$ cat src/rtl/vlsu_vrf_rd_gen.sv
`default_nettype none
// +----------------------------------------------------------------------------+
// | Module   : vlsu_vrf_rd_gen                                                 |
// | Purpose  : Turns a register-level read request into a stream of VRF bank  |
// |            reads while bounding how many are in flight.                    |
// | Option   : VLSU_RDGEN_BOUNDS_CHECK_EN rejects requests that run past the  |
// |            last VRF set.                                                   |
// | Revision : 1.0                                                             |
// +----------------------------------------------------------------------------+
module vlsu_vrf_rd_gen #(
  parameter  int NrVregs    = 16,
  parameter  int NrAregs    = 16,
  parameter  int NrBanks    = 4,
  parameter  int SetPerVreg = 2,
  parameter  int SetPerAreg = 4,
  parameter  int MaxOutst   = 4,
  localparam int NrSets     = NrVregs*SetPerVreg + NrAregs*SetPerAreg,
  localparam int AregBase   = NrVregs*SetPerVreg,
  localparam int SetBits    = $clog2(NrSets),
  localparam int OffBits    = $clog2(NrBanks),
  localparam int AddrBits   = SetBits + OffBits
) (
  input  logic                       clk_i,
  input  logic                       rst_i,
  input  logic                       req_valid_i,
  output logic                       req_ready_o,
  input  logic                       req_is_areg_i,
  input  logic [$clog2(NrVregs)-1:0] req_reg_i,
  input  logic [AddrBits-1:0]        req_nr_beats_i,
  output logic                       rd_valid_o,
  input  logic                       rd_ready_i,
  output logic [AddrBits-1:0]        rd_addr_o,
  output logic                       rd_last_o,
  input  logic                       rsp_valid_i,
  output logic                       done_o,
  output logic                       err_o
);

  localparam int OutBits = $clog2(MaxOutst + 1);

  typedef enum logic [1:0] {
    IDLE  = 2'd0,
    ISSUE = 2'd1,
    DRAIN = 2'd2
  } state_t;

  state_t               r_state;
  state_t               w_state_nxt;
  logic                 r_rdy_en;
  logic                 r_done;
  logic                 r_err;
  logic [SetBits-1:0]   r_base;
  logic [AddrBits-1:0]  r_nr_beats;
  logic [AddrBits-1:0]  r_beat;
  logic [OutBits-1:0]   r_outst;

  logic                 w_accept;
  logic                 w_hs;
  logic                 w_last;
  logic                 w_empty_req;
  logic                 w_bad_req;
  logic                 w_spurious;
  logic                 w_drained;
  logic [SetBits-1:0]   w_base;
  logic [SetBits-1:0]   w_set;
  logic [OffBits-1:0]   w_off;

  // Ready is held off for the cycle done_o pulses so a new request never overlaps it.
  assign req_ready_o = r_rdy_en && (r_state == IDLE) && !r_done;
  assign w_accept    = req_valid_i && req_ready_o;
  assign w_empty_req = (req_nr_beats_i == '0);

  assign rd_valid_o  = (r_state == ISSUE) && (r_outst < OutBits'(MaxOutst));
  assign w_hs        = rd_valid_o && rd_ready_i;
  assign w_last      = (r_beat == r_nr_beats - AddrBits'(1));
  assign rd_last_o   = (r_state == ISSUE) && w_last;

  assign w_set       = r_base + SetBits'(r_beat / AddrBits'(NrBanks));
  assign w_off       = OffBits'(r_beat % AddrBits'(NrBanks));
  assign rd_addr_o   = {w_set, w_off};

  assign w_spurious  = rsp_valid_i && !w_hs && (r_outst == '0);
  assign w_drained   = (r_state == DRAIN) && (r_outst == '0);
  assign done_o      = r_done;
  assign err_o       = r_err;

  always_comb begin
    w_base = SetBits'(int'(req_reg_i) * SetPerVreg);
    if (req_is_areg_i) begin
      w_base = SetBits'(AregBase + int'(req_reg_i) * SetPerAreg);
    end
  end

`ifdef VLSU_RDGEN_BOUNDS_CHECK_EN
  logic [31:0] w_final_set;

  // Full-width final set so an overrun is not hidden by set truncation.
  always_comb begin
    w_final_set = int'(req_reg_i) * SetPerVreg;
    if (req_is_areg_i) begin
      w_final_set = AregBase + int'(req_reg_i) * SetPerAreg;
    end
    w_final_set = w_final_set + (int'(req_nr_beats_i) + NrBanks - 1) / NrBanks - 1;
  end

  assign w_bad_req = !w_empty_req && (w_final_set >= 32'(NrSets));
`else
  assign w_bad_req = 1'b0;
`endif

  always_comb begin
    w_state_nxt = r_state;
    unique case (r_state)
      IDLE:    if (w_accept && !w_empty_req && !w_bad_req) w_state_nxt = ISSUE;
      ISSUE:   if (w_hs && w_last) w_state_nxt = DRAIN;
      DRAIN:   if (r_outst == '0) w_state_nxt = IDLE;
      default: w_state_nxt = IDLE;
    endcase
  end

  always_ff @(posedge clk_i or posedge rst_i) begin
    if (rst_i) begin
      r_state <= IDLE;
    end else begin
      r_state <= w_state_nxt;
    end
  end

  always_ff @(posedge clk_i or posedge rst_i) begin
    if (rst_i) begin
      r_rdy_en   <= 1'b0;
      r_done     <= 1'b0;
      r_err      <= 1'b0;
      r_base     <= '0;
      r_nr_beats <= '0;
      r_beat     <= '0;
      r_outst    <= '0;
    end else begin
      r_rdy_en <= 1'b1;
      r_done   <= (w_accept && w_empty_req) || w_drained;
      r_err    <= w_spurious || (w_accept && w_bad_req);

      if (w_accept) begin
        r_base     <= w_base;
        r_nr_beats <= req_nr_beats_i;
        r_beat     <= '0;
      end else if (w_hs) begin
        r_beat <= r_beat + AddrBits'(1);
      end

      // A response with nothing outstanding is reported, never counted.
      unique case ({w_hs, rsp_valid_i})
        2'b10:   r_outst <= r_outst + OutBits'(1);
        2'b01:   if (r_outst != '0) r_outst <= r_outst - OutBits'(1);
        default: r_outst <= r_outst;
      endcase
    end
  end

endmodule
`default_nettype wire

$ cat config.mk
export PLATFORM = sky130hd
export DESIGN_NAME = vlsu_vrf_rd_gen
export DESIGN_NICKNAME = d
export VERILOG_FILES = /design/src/rtl/vlsu_vrf_rd_gen.sv
export SDC_FILE = /design/constraint.sdc
export NUM_CORES = 1
export LEC_CHECK = 0
export CORE_ASPECT_RATIO = 1.75
export CORE_MARGIN = 3
export CORE_UTILIZATION = 48
export CTS_CLUSTER_DIAMETER = 150
export DETAILED_ROUTE_END_ITERATION = 10
export GPL_ROUTABILITY_DRIVEN = 0
export GPL_TIMING_DRIVEN = 0
export HOLD_SLACK_MARGIN = 0.1
export PLACE_DENSITY_LB_ADDON = 0.1
export SLEW_MARGIN = 30
export SYNTH_ARGS = -nofsm -noshare
export SYNTH_HDL_FRONTEND = slang
export SYNTH_SLANG_ARGS = --single-unit
export TNS_END_PERCENT = 5
$ cat constraint.sdc
create_clock -name clk_i -period 1.94 [get_ports clk_i]
set_input_delay 0.388 -clock clk_i [delete_from_list [all_inputs] [get_ports clk_i]]
set_output_delay 0.388 -clock clk_i [all_outputs]
set_load 0.03 [all_outputs]
==> metrics.csv, run 1 <==
metric,value,unit
diodes,0,
drv_slew,0,
die_x,53.9,um
synth.most_common_cell,nand2_1,
start_kind,flop,
ant_nets,0,
ir_worst_vdd,1.04,mV
drc,0,
worstMarginPinSlew,0.663,ns
via_per_inst,5.18,
clock_latency,0.28,ns
vias,1611,
synthMuxAreaShare,1.56,%
ff2ff_setup_slack,-0.15,ns
wl_per_cell,13.9,um
antenna_found_initial,0,
reg2reg_depth,7,
period_needed,2.45,ns
required,1.55,ns
synthAdderAreaFrac,6.61,%
syn2layout_area_growth,30.5,%
critPathBufInv,1,
avgSynthCellArea,8.73,um^2
critPathCaptureType,output port,
synth_compound_area_share,10.7,%
yosys_register_bits,32,
die-area,4850,um^2
hp-class,reg2reg,
hold_ws,0.474,ns
synth_area_leaders,"dfrtp_1 (42%), nand2_1 (8.2%), xnor2_1 (5.9%)",
p_total,0.00382,W
status,"finished, violations left",
synthSimpleGateAreaFrac,23.4,%
clock_sinks,32,
ys_types,43,
path_cells,nor3_1 > xnor2_1 > nand4_1 > a21oi_1 > o2111ai_2 > nor2_4 > buf_6,
ys_top_cells_by_count,"nand2_1 (42), dfrtp_1 (32), nor2_1 (20), inv_1 (15), xnor2_1 (13)",
start_util,51.6,%
synth_xor_xnor_area_share,10.4,%
layout-drive-gt1-share,21.5,%
yosysWarnings,0,
rsz0062_at_grt,yes,
ys_async_sr_fraction,100,%
core_area,3740,um^2
synth_top_cell_area_share,41.5,%
grt_use_total,20.0,%
fill_cells,323,
cts_tree,yes,
placementRows,29,
wl,4320,um
cp-startpoint,r_nr_beats[1],
gr-total-overflow,0,
syn-cell-area,1930,um^2
worstReg2RegEnd,r_state[0],
path_class,reg2out,
grt_pass1_vias,1604,
first_iter_violations,23,
max_freq,409,MHz
critPathMaxFanout,3,
dp_slack,-0.914,ns
power_leakage,1.15,nW
h-tree-depth,2,
synth_edf_count,0,
portBuffers,31,
syn_nets,249,
ys.flop_type,dfrtp_1,
syn_inst,221,
period_share,126,%
cts_made_buffers,5,
cts_root_buf,clkbuf_8,
grt_max_degree,33,
ys_seq_area_share,41.5,%
cts.clk_slew.worst_paths,0.06,ns
cpPeakStageDelay,0.40,ns
max_slew_margin,55.8,%
rr_startpoint,r_nr_beats[1],
grt_pass1_wl,7190,um
synth_top_family_by_area,simple AND/OR/NAND/NOR gates,
setup_viol,8,
worstPathArrival,2.06,ns
first_pass_iters,4,
fin_skew,0.00603,ns
finalHoldViolCount,0,
fin_nets,292,
die_h,89.9,um
failed_checks,negative setup slack,
endpoint,rd_last_o,
fin_util,67.4,%
path_delay_family,simple AND/OR/NAND/NOR gates,
dp_hpwl,3140,um
cts_buffer_depth,2,
synth_top_cell_by_area,dfrtp_1,
cts_hold_buf,0,
worst-path-stages,7,
critPathSlowestCell,dfrtp_1,
worst_slack,-0.506,ns
cap_violations,0,
power_density,1520,nW/um^2
io_pins,33,
## per-stage QoR
step	TNS, ns	cells	instance area [um^2]
CTS	-1.77	311	2480
floorplan	-1.03	221	1950
finish	-1.46	311	2520
global placement	-4.31	298	2320
global route	-2.50	311	2520
detailed placement	-4.52	298	2320
## per-layer routing
layer	GRT usage [%]	wire length (um)	vias to the layer above
li1	-	-	820
met3	3.97	117	7
met4	7.68	75	0
met1	22.0	1650	761
met2	35.4	2480	23
met5	0	0	-
## cell usage in the layout, fill, tap and decap left out, types with 5 or more instances in the layout
master            n
nor2_1           18
xor2_1           10
buf_4            15
a21oi_1           8
nor3_1            5
inv_1             9
clkbuf_8          6
xnor2_1          13
clkdlybuf4s50_1  19
dfrtp_1          28
nand2_1          42
o21ai_0           9
inv_2             6
## how the worst min path moves through the flow
stage	startpoint	endpoint	cells past startpoint
floorplan	r_base[1]	r_base[1]	2
global route	req_is_areg_i	r_base[5]	3
detailed placement	r_base[5]	r_base[5]	2
CTS	req_is_areg_i	r_base[6]	3
global placement	r_base[5]	r_base[5]	2
finish	r_base[5]	r_base[5]	2
## repair_timing
action / 4_1_cts / 5_1_grt
setup endpoints to repair: 15 / 16
pin swaps: 8 / 4
setup buffers: 5 / 0
gates resized for setup: 51 / 22
## sequential cells by signal, summed over array words and instances (netlist names)
| name | count |
|---|---|
| r_state | 2 |
| r_beat | 9 |
| r_nr_beats | 9 |
| r_base | 6 |
| r_outst | 3 |
| err_o | 1 |
| done_o | 1 |
| r_rdy_en | 1 |
## report_power, final
group / switching, W / internal, W / leakage [nW] / total, W
Clock: 0.000238 / 0.000283 / 0.0510 / 0.000521
Combinational: 0.00117 / 0.000962 / 0.698 / 0.00213
Sequential: 0.000270 / 0.000904 / 0.400 / 0.00117
## cell families (layout without fill, tap and decap cells)
| logic type | count (synthesis) | in the layout |
|---|---|---|
| and+or+nand+nor | 94 | 94 |
| xor gates and xnor gates | 23 | 23 |
| muxes | 3 | 3 |
| buffers and inverters | 25 | 69 |
| adders and majority gates | 9 | 9 |
| AOI/OAI and AO/OA | 34 | 34 |
| other | 1 | 1 |
| DFF | 32 | 32 |
## final cells by class
class	instances	area, um^2	area share [%]
Timing Repair Buffer	36	332	13.2
Inverter	15	56.3	2.24
Sequential cell	32	806	32.0
Clock buffer	6	82.6	3.28
Clock inverter	2	10.0	0.398
Multi-Input combinational cell	164	1120	44.5
Buffer	10	52.6	2.09
Tap cell	46	57.6	2.29
## tightest hold or removal path: cells and delay by family, from the launching register on
| family | cells | cell delay, ns |
|---|---|---|
| flops | 1 | 0.35 |
| simple gates | 2 | 0.10 |
Note: power is estimated with default switching activity, not from simulation.
==> inputs of run 2 (changes only) <==
--- a/config.mk
+++ b/config.mk
@@ -5,8 +5,9 @@
 export SDC_FILE = /design/constraint.sdc
 export NUM_CORES = 1
 export LEC_CHECK = 0
+export CAP_MARGIN = 30
 export CORE_ASPECT_RATIO = 1.75
-export CORE_MARGIN = 3
+export CORE_MARGIN = 4
 export CORE_UTILIZATION = 48
 export CTS_CLUSTER_DIAMETER = 150
 export DETAILED_ROUTE_END_ITERATION = 10
==> run 2 against run 1 <==
The flow still finishes with violations (negative setup slack). Via count increased by 0.43%. Maximum frequency down 2.6%. Register-to-register slack got worse by 0.11 ns. Sequential share of layout area hardly changed. Combinational power grew 2%. Sequential power is essentially flat. Global-route usage decreased by 0.86 points. Clock skew increased by 0.0015 ns. Routed wire length increased by 5.6%. Largest power group unchanged.
==> metrics.csv, run 2 (synthesis results as in run 1) <==
metric,value,unit,change
wl_per_cell,14.8,um,+6.3%
cap_violations,0,,unchanged
cts_made_buffers,5,,unchanged
via_per_inst,5.24,,+1.1%
period_share,129,%,+3.3 points
max_slew_margin,54.7,%,-1.1 points
first_pass_iters,4,,unchanged
core_area,3870,um^2,+3.4%
ir_worst_vdd,1.02,mV,-1.9%
portBuffers,31,,unchanged
grt_pass1_vias,1719,,+7.2%
dp.cells,300,,+0.67%
worst_slack,-0.571,ns,-0.0647 ns
top_regs,"r_beat (9), r_nr_beats (9), r_base (6)",,
multi_input_area,1150,um^2,+2.3%
place_area,2320,um^2,+0.11%
cts_root_buf,clkbuf_8,,
dp_slack,-0.993,ns,-0.0783 ns
critPathCaptureType,output port,,
setup_viol,8,,unchanged
antenna_found_initial,0,,unchanged
die-area,5140,um^2,+6.0%
diodes,0,,unchanged
grt_pass1_wl,7580,um,+5.4%
clock_sinks,32,,unchanged
required,1.55,ns,about the same
clock_latency,0.28,ns,about the same
worstPathArrival,2.12,ns,+0.06 ns
final_cell_mix,"nand2_1 (42), dfrtp_1 (30), clkdlybuf4s50_1 (20)",,
drc,0,,unchanged
period_needed,2.51,ns,+0.0647 ns
worstMarginPinSlew,0.679,ns,+0.0160 ns
io_pins,33,,unchanged
fin_nets,291,,-0.34%
rsz0062_at_grt,yes,,
status,"finished, violations left",,
die_x,55.9,um,+3.7%
fin_skew,0.00751,ns,+0.00148 ns
start_util,49.9,%,-1.7 points
p_total,0.00378,W,-1.1%
cts.clk_slew.worst_paths,0.06,ns,about the same
finalHoldViolCount,0,,unchanged
path_class,reg2out,,
gr-total-overflow,0,,unchanged
dp_hpwl,3330,um,+6.0%
failed_checks,negative setup slack,,
vias,1618,,+0.43%
layout-drive-gt1-share,21.1,%,-0.44 points
syn2layout_area_growth,30.1,%,
grt_max_degree,33,,unchanged
grt_use_total,19.2,%,-0.86 points
power_leakage,1.14,nW,-1.2%
wl,4560,um,+5.6%
power_density,1510,nW/um^2,-0.76%
fin_cells,309,,-0.64%
start_kind,flop,,
ant_nets,0,,unchanged
cts_tree,yes,,
fin_area,2510,um^2,-0.30%
max_freq,398,MHz,-2.6%
cts_buffer_depth,2,,unchanged
first_iter_violations,35,,+52%
critPathMaxFanout,4,,+1
seqCellArea,803,um^2,-0.31%
fill_cells,342,,+5.9%
final_common_cell,nand2_1,,
hold_ws,0.472,ns,-0.00199 ns
die_h,91.9,um,+2.2%
hp-class,in2reg,,
h-tree-depth,2,,unchanged
drv_slew,0,,unchanged
placementRows,30,,+3.4%
[run 2: power breakdown]
part,leakage (nW),switching [W],internal [W]
logic,0.696,0.00122,0.000952
clock network,0.0359,0.000221,0.000231
registers,0.403,0.000259,0.000902
[run 2: final timing paths]
check	slack [ns]	end	cells after the start	start
max in group asynchronous	0.92	r_nr_beats[0]	2	rst_i
worst max-delay path	-0.57	rd_last_o	8	r_nr_beats[0]
min in group asynchronous	0.53	r_nr_beats[6]	2	rst_i
worst min-delay path	0.47	r_base[6]	3	req_is_areg_i
worst max register to register	-0.26	r_state[0]	8	r_nr_beats[0]
worst min register to register	0.49	r_base[5]	2	r_base[5]
[run 2: final cells by class]
type	instances	area share, %
buffer	10	2.09
clock buffer	5	2.74
inverter	15	2.24
multi-input combinational	164	45.7
sequential	32	32.0
tap	48	2.39
timing repair buffer	35	12.8
[run 2: through the flow]
step,util [%],TNS (ns)
after floorplan,-,-1.03
after global placement,60.1,-4.63
after detailed placement,60.1,-4.81
after CTS,64.5,-1.86
after global routing,64.9,-2.90
final,64.9,-1.79
[run 2: worst max-delay path, stage by stage (launching register included)]
cell       delay (ns)
dfrtp_2          0.40
buf_4            0.17
nor3_4           0.22
xnor2_1          0.16
nand4_1          0.21
a21oi_2          0.23
o2111ai_2        0.18
nor2_4           0.14
buf_6            0.14
[run 2: per-layer routing]
layer  share of wire, %  up-vias  global-route usage, %  routed length (um)
met5                  0        -                      0                   0
met4                2.0        0                   7.52                  91
met3                3.3       10                   3.80                 152
met2                 60       27                   38.5                2720
met1                 35      769                   18.3                1600
li1                   -      812                      -                   -
[run 2: timing repair]
action                                  CTS  global route
gates resized for setup                  56            15
buffers inserted                          3             1
pin swaps                                 4             5
hold buffers                              0             0
endpoints found under the setup margin   15            15
==> inputs of run 3 (changes only) <==
--- a/config.mk
+++ b/config.mk
@@ -5,7 +5,7 @@
 export SDC_FILE = /design/constraint.sdc
 export NUM_CORES = 1
 export LEC_CHECK = 0
-export CAP_MARGIN = 30
+export CAP_MARGIN = 10
 export CORE_ASPECT_RATIO = 1.75
 export CORE_MARGIN = 4
 export CORE_UTILIZATION = 48
==> results of run 3 <==
Final layout, timing and power as in run 2 (identical DEF).
